===== config.mk =====
export PLATFORM = sky130hd
export DESIGN_NAME = mips_multicycle_seq
export DESIGN_NICKNAME = d
export VERILOG_FILES = /design/src/rtl/mips_multicycle_seq.sv
export SDC_FILE = /design/constraint.sdc
export NUM_CORES = 1
export LEC_CHECK = 0
export ABC_AREA = 1
export ABC_CLOCK_PERIOD_IN_PS = 3900
export BUFFER_PORTS_ARGS = -buffer_cell sky130_fd_sc_hd__buf_4
export CORE_MARGIN = 3
export CORE_UTILIZATION = 42
export DETAILED_ROUTE_END_ITERATION = 8
export PLACE_DENSITY = 0.69
export REMOVE_ABC_BUFFERS = 1
export SYNTH_ARGS = -nofsm -noshare
export SYNTH_HDL_FRONTEND = slang
export SYNTH_SLANG_ARGS = --single-unit
export TNS_END_PERCENT = 100

===== constraint.sdc =====
create_clock -name clk -period 3.9 [get_ports clk]
set_input_delay 0.585 -clock clk [delete_from_list [all_inputs] [get_ports clk]]
set_output_delay 0.585 -clock clk [all_outputs]
set_load 0.03 [all_outputs]

===== src/rtl/mips_multicycle_seq.sv =====
`default_nettype none
// ============================================================================
// Module   : mips_multicycle_seq
// Brief    : Multi-cycle MIPS control sequencer with valid/ready fetch,
//            memory-ack timeout, illegal decode and retired-instruction count.
// Revision : 1.0 - initial release
// ============================================================================
module mips_multicycle_seq #(
    parameter int MEM_TIMEOUT = 15,
    parameter int CNT_W       = 16
) (
    input  logic             clk,
    input  logic             rst,
    input  logic             instr_valid,
    output logic             instr_ready,
    input  logic [31:0]      instr,
    input  logic             mem_ack,
    output logic             ir_load,
    output logic             reg_dst,
    output logic             alu_src,
    output logic [1:0]       alu_op,
    output logic             mem_to_reg,
    output logic             mem_read,
    output logic             mem_write,
    output logic             reg_write,
    output logic             done,
    output logic             illegal,
    output logic             timeout,
    output logic             busy,
    output logic [CNT_W-1:0] instr_count
);

    typedef enum logic [2:0] {
        S_IDLE   = 3'd0,
        S_DECODE = 3'd1,
        S_EXEC   = 3'd2,
        S_MEM    = 3'd3,
        S_WB     = 3'd4,
        S_DONE   = 3'd5,
        S_ERR    = 3'd6
    } state_t;

    localparam logic [5:0] C_OP_RTYPE  = 6'h00;
    localparam logic [5:0] C_OP_LW     = 6'h23;
    localparam logic [5:0] C_OP_SW     = 6'h2B;
    localparam logic [7:0] C_WAIT_LAST = 8'(MEM_TIMEOUT - 1);
    localparam logic [CNT_W-1:0] C_CNT_ONE = {{(CNT_W-1){1'b0}}, 1'b1};

    state_t           state_q, state_d;
    logic [31:0]      ir_q, ir_d;
    logic [7:0]       wait_q, wait_d;
    logic [CNT_W-1:0] cnt_q, cnt_d;

    logic       ready_q, busy_q;
    logic       reg_dst_q, alu_src_q, mem_to_reg_q;
    logic [1:0] alu_op_q;
    logic       mem_read_q, mem_write_q, reg_write_q;
    logic       done_q, illegal_q, timeout_q;

    logic w_op_r, w_op_lw, w_op_sw, w_funct_ok, w_legal, w_static_en;
    logic w_unused_ir;

    // Only opcode and funct steer the sequence; the register fields belong to the datapath.
    assign w_unused_ir = ^ir_q[25:6];

    always_comb begin
        w_op_r  = (ir_q[31:26] == C_OP_RTYPE);
        w_op_lw = (ir_q[31:26] == C_OP_LW);
        w_op_sw = (ir_q[31:26] == C_OP_SW);
        case (ir_q[5:0])
            6'h20, 6'h22, 6'h24, 6'h25, 6'h27, 6'h2A: w_funct_ok = 1'b1;
            default:                                  w_funct_ok = 1'b0;
        endcase
        w_legal = (w_op_r & w_funct_ok) | w_op_lw | w_op_sw;
    end

    always_comb begin
        state_d = state_q;
        ir_d    = ir_q;
        wait_d  = wait_q;
        cnt_d   = cnt_q;
        case (state_q)
            S_IDLE: begin
                if (instr_valid) begin
                    ir_d    = instr;
                    state_d = S_DECODE;
                end
            end
            S_DECODE: state_d = w_legal ? S_EXEC : S_ERR;
            S_EXEC: begin
                if (w_op_r) begin
                    state_d = S_WB;
                end else begin
                    state_d = S_MEM;
                    wait_d  = 8'd0;
                end
            end
            S_MEM: begin
                // An ack arriving on the final allowed cycle still wins over the abort.
                if (mem_ack) begin
                    state_d = w_op_lw ? S_WB : S_DONE;
                end else if (wait_q == C_WAIT_LAST) begin
                    state_d = S_ERR;
                end else begin
                    wait_d = wait_q + 8'd1;
                end
            end
            S_WB:   state_d = S_DONE;
            S_DONE: begin
                cnt_d   = cnt_q + C_CNT_ONE;
                state_d = S_IDLE;
            end
            S_ERR:   state_d = S_IDLE;
            default: state_d = S_IDLE;
        endcase
    end

    assign w_static_en = (state_d == S_EXEC) || (state_d == S_MEM) ||
                         (state_d == S_WB)   || (state_d == S_DONE);

    // Outputs are registered from the next state so each strobe lines up with its state.
    always_ff @(posedge clk or posedge rst) begin
        if (rst) begin
            state_q      <= S_IDLE;
            ir_q         <= 32'd0;
            wait_q       <= 8'd0;
            cnt_q        <= '0;
            ready_q      <= 1'b1;
            busy_q       <= 1'b0;
            reg_dst_q    <= 1'b0;
            alu_src_q    <= 1'b0;
            alu_op_q     <= 2'd0;
            mem_to_reg_q <= 1'b0;
            mem_read_q   <= 1'b0;
            mem_write_q  <= 1'b0;
            reg_write_q  <= 1'b0;
            done_q       <= 1'b0;
            illegal_q    <= 1'b0;
            timeout_q    <= 1'b0;
        end else begin
            state_q      <= state_d;
            ir_q         <= ir_d;
            wait_q       <= wait_d;
            cnt_q        <= cnt_d;
            ready_q      <= (state_d == S_IDLE);
            busy_q       <= (state_d != S_IDLE);
            reg_dst_q    <= w_static_en & w_op_r;
            alu_src_q    <= w_static_en & ~w_op_r;
            alu_op_q     <= (w_static_en & w_op_r) ? 2'd2 : 2'd0;
            mem_to_reg_q <= w_static_en & w_op_lw;
            mem_read_q   <= (state_d == S_MEM) & w_op_lw;
            mem_write_q  <= (state_d == S_MEM) & w_op_sw;
            reg_write_q  <= (state_d == S_WB);
            done_q       <= (state_d == S_DONE);
            illegal_q    <= (state_d == S_ERR) & (state_q == S_DECODE);
            timeout_q    <= (state_d == S_ERR) & (state_q == S_MEM);
        end
    end

    // ir_load qualifies the handshake cycle itself so the datapath latches on the same edge as IR.
    assign ir_load     = ready_q & instr_valid & ~rst;
    assign instr_ready = ready_q;
    assign busy        = busy_q;
    assign reg_dst     = reg_dst_q;
    assign alu_src     = alu_src_q;
    assign alu_op      = alu_op_q;
    assign mem_to_reg  = mem_to_reg_q;
    assign mem_read    = mem_read_q;
    assign mem_write   = mem_write_q;
    assign reg_write   = reg_write_q;
    assign done        = done_q;
    assign illegal     = illegal_q;
    assign timeout     = timeout_q;
    assign instr_count = cnt_q;

endmodule
`default_nettype wire


==> metrics.txt <==
Top Ports 66; final hold violation count 0; initial drt markers 72; Max Root-Sink Buffers 2; Net count, final 348; status complete, no violations; antenna violations before repair 0; VDD IR-drop max 0.000352 V; CTS buffer count 5; WS Path Type reg2reg; max FFs per register 16; crit-path max cell delay 0.45 ns; CTS root buffer clkbuf_8; total gr overflow 0; Async SR Flop Fraction 100%; routed vias 1776; Cell Rows 27; Final ANT Viol Nets 0; min cycle time layout 1.81 ns; max frequency 552 MHz; worst-path cell chain nor2_1, nand3_1, nand2_1, inv_2, o21ai_2, nor2_1, xor2_1, nor2_1; Routed WL 4330 um; Chip Width 82.5 um; Cell Area, Synth 0.00246 sq mm; FILL cells 530; normalized max-slew margin 33.3%; GPL Wtd Cong 0.794; WP data arrival 2.00 ns; ANT cells 0; number of hold buffers added after cts 0; Cell Pwr Density 612 mW/mm^2; worst hold path class reg2reg; largest cells by area after synthesis dfrtp_1 50%, nand2_1 7.5%, inv_1 5.2%, nor2_1 4.0%, xor2_1 3.9%; Synth Instances 262; worst slew pin tran 0.999 ns; PostCTS Resize Cnt 0; IO Port Bufs 44; DR vias/cell 4.65; Detail Placement HPWL 3300 um; Clock transition at path regs 0.08 ns; P&R area growth vs syn 20.5%; Post-synth EDFFs 0; clk_skew 0.00863 ns; CP top delay family simple AND/OR/NAND/NOR gates; Final setup violation count 0; core area 0.00557 sq mm; top cell type's share of synthesized area 49.9%; Yosys warnings 0; CP Max Fanout 15; Yosys top cell by area dfrtp_1; syn avg cell area 9.38 sq um; Pins Over Slew Limit 0; critical path data required time 4.09 ns; Netlist cell types 32; maxcap violations 0; vias in the first global route 1670; Crit path buffers/inverters 1; Post-CTS Setup Inserts 0; post-placement cell area 0.00285 sq mm; clk sink count 50; Hold WS 0.510 ns; Post-synth top flop dfrtp_1; synthesized flop and latch total 50; later-pin clock latency in the skew report 0.30 ns; starting density of the core 44.1%; drt first pass iters 4; H-tree levels 2; unrepaired setup endpoints after global routing false; Static Leak 0.00153 uW; setup TNS 0 ns; DRC 0; Finished Cell Area 0.00296 sq mm; post-DR wirelength/cell 11.3 um; total power 1810 uW; slowest CP cell o21ai_2; CTS tree built; Critical Path Sink Type flip-flop; Seq/Total Area, Yosys 51.0%; Vert. Die Dim 82.5 um; largest net degree at the start of global routing 51; fin crit share 46.5%; most numerous cell on the critical path nor2_1; global-route wire length before repair 7120 um; startpoint types flip-flop; layout cell share with drive strength beyond 1 29.4%; die area 0.00680 sq mm; Total Routing Usage GR 13.7%
==> layout by cell type (no fill, tap or decap) <==
cell type / netlist / layout
nand2_4: 1 / 1
nand3b_2: 1 / 1
nand3_1: 12 / 12
o31ai_1: 3 / 3
nand2_1: 49 / 49
buf_4: 3 / 44
nand3_2: 5 / 5
a21oi_1: 7 / 7
nor3_1: 6 / 6
nor3_2: 1 / 1
nor2_4: 6 / 6
clkbuf_8: 0 / 5
inv_1: 34 / 33
dfstp_2: 1 / 1
ha_1: 3 / 3
nor2_2: 3 / 3
nand4_1: 4 / 4
dfrtp_1: 49 / 49
mux2_2: 7 / 7
nand3_4: 2 / 2
nand4_2: 1 / 1
nand2_2: 5 / 5
o21ai_2: 1 / 1
xnor2_1: 8 / 8
conb_1: 1 / 1
nor2_1: 26 / 26
clkbuf_1: 0 / 1
inv_2: 4 / 5
xor2_1: 11 / 11
clkinvlp_4: 0 / 1
or2_2: 1 / 1
o21ai_1: 1 / 1
bufinv_16: 0 / 1
o21ai_0: 4 / 4
and2_1: 1 / 1
==> layout make-up <==
cell class              instances  area [sq um]  share of cell area [%]
inverters                      38           143                    4.82
clock buffers                   6          72.6                    2.45
repair buffers                 44           330                    11.2
flip-flops and latches         50          1250                    42.3
well taps                      72          90.1                    3.04
clock inverters                 2          37.5                    1.27
multi-input cells             170          1030                    35.0
==> where the power goes <==
group          switching [uW]  internal (uW)  total [uW]
Clock                     163            191         354
Sequential                111            652         763
Combinational             437            257         694
Total                     711           1100        1810
==> synth_stat cells, types with 5 or more instances <==
cell type and count:
dfrtp_1 49, nand2_1 49, inv_1 34, nor2_1 26
nand3_1 12, xor2_1 11, xnor2_1 8, a21oi_1 7
mux2_2 7, nor2_4 6, nor3_1 6, nand2_2 5
nand3_2 5
==> worst register-to-register path, delay by kind of cell, from the launching register on <==
kind | cells | cell delay [ns]
buffers and inverters | 1 | 0.06
AND/OR/NAND/NOR | 5 | 0.65
flip-flops | 1 | 0.40
AO/OA/AOI/OAI | 1 | 0.45
XOR/XNOR | 1 | 0.16
==> layer usage <==
layer,global-route usage [%],part of all wire [%],vias up
li1,-,-,909
met1,18.0,46,831
met2,22.4,48,31
met5,0,0,-
met4,4.41,1.2,0
met3,3.25,4.4,5
==> path summary, 6_finish.rpt <==
check,from,to,slack [ns],cells after the start
worst max-delay path,ir_q[29],wait_q[3],2.09,8
min in group asynchronous,rst,instr_count[15],0.53,2
worst min register to register,instr_count[14],instr_count[14],0.51,1
max in group asynchronous,rst,wait_q[4],2.75,2
worst max register to register,ir_q[29],wait_q[3],2.09,8
worst min-delay path,instr_count[14],instr_count[14],0.51,1
==> cells by family (layout without fill, tap and decap cells) <==
| family | after synthesis | count (layout) | synth area share [%] |
|---|---|---|---|
| adder cells (fa/ha/maj) | 3 | 3 | 1.53 |
| flip-flops | 50 | 50 | 51.0 |
| other | 1 | 1 | 0.153 |
| AND/OR/NAND/NOR | 124 | 124 | 26.7 |
| XOR/XNOR | 19 | 19 | 6.77 |
| multiplexers | 7 | 7 | 3.21 |
| buffers and inverters | 42 | 90 | 6.92 |
| AO/OA/AOI/OAI | 16 | 16 | 3.72 |
==> stage by stage <==
step                      std cells  setup WS (ns)  util (%)
final                           382           2.09      53.1
after global routing            382           1.88      53.1
after CTS                       382           2.06      53.1
after detailed placement        374           2.09      51.1
after global placement          374           2.10      51.1
after floorplan                 258           2.12         -
(Power assumes the default switching activity.)
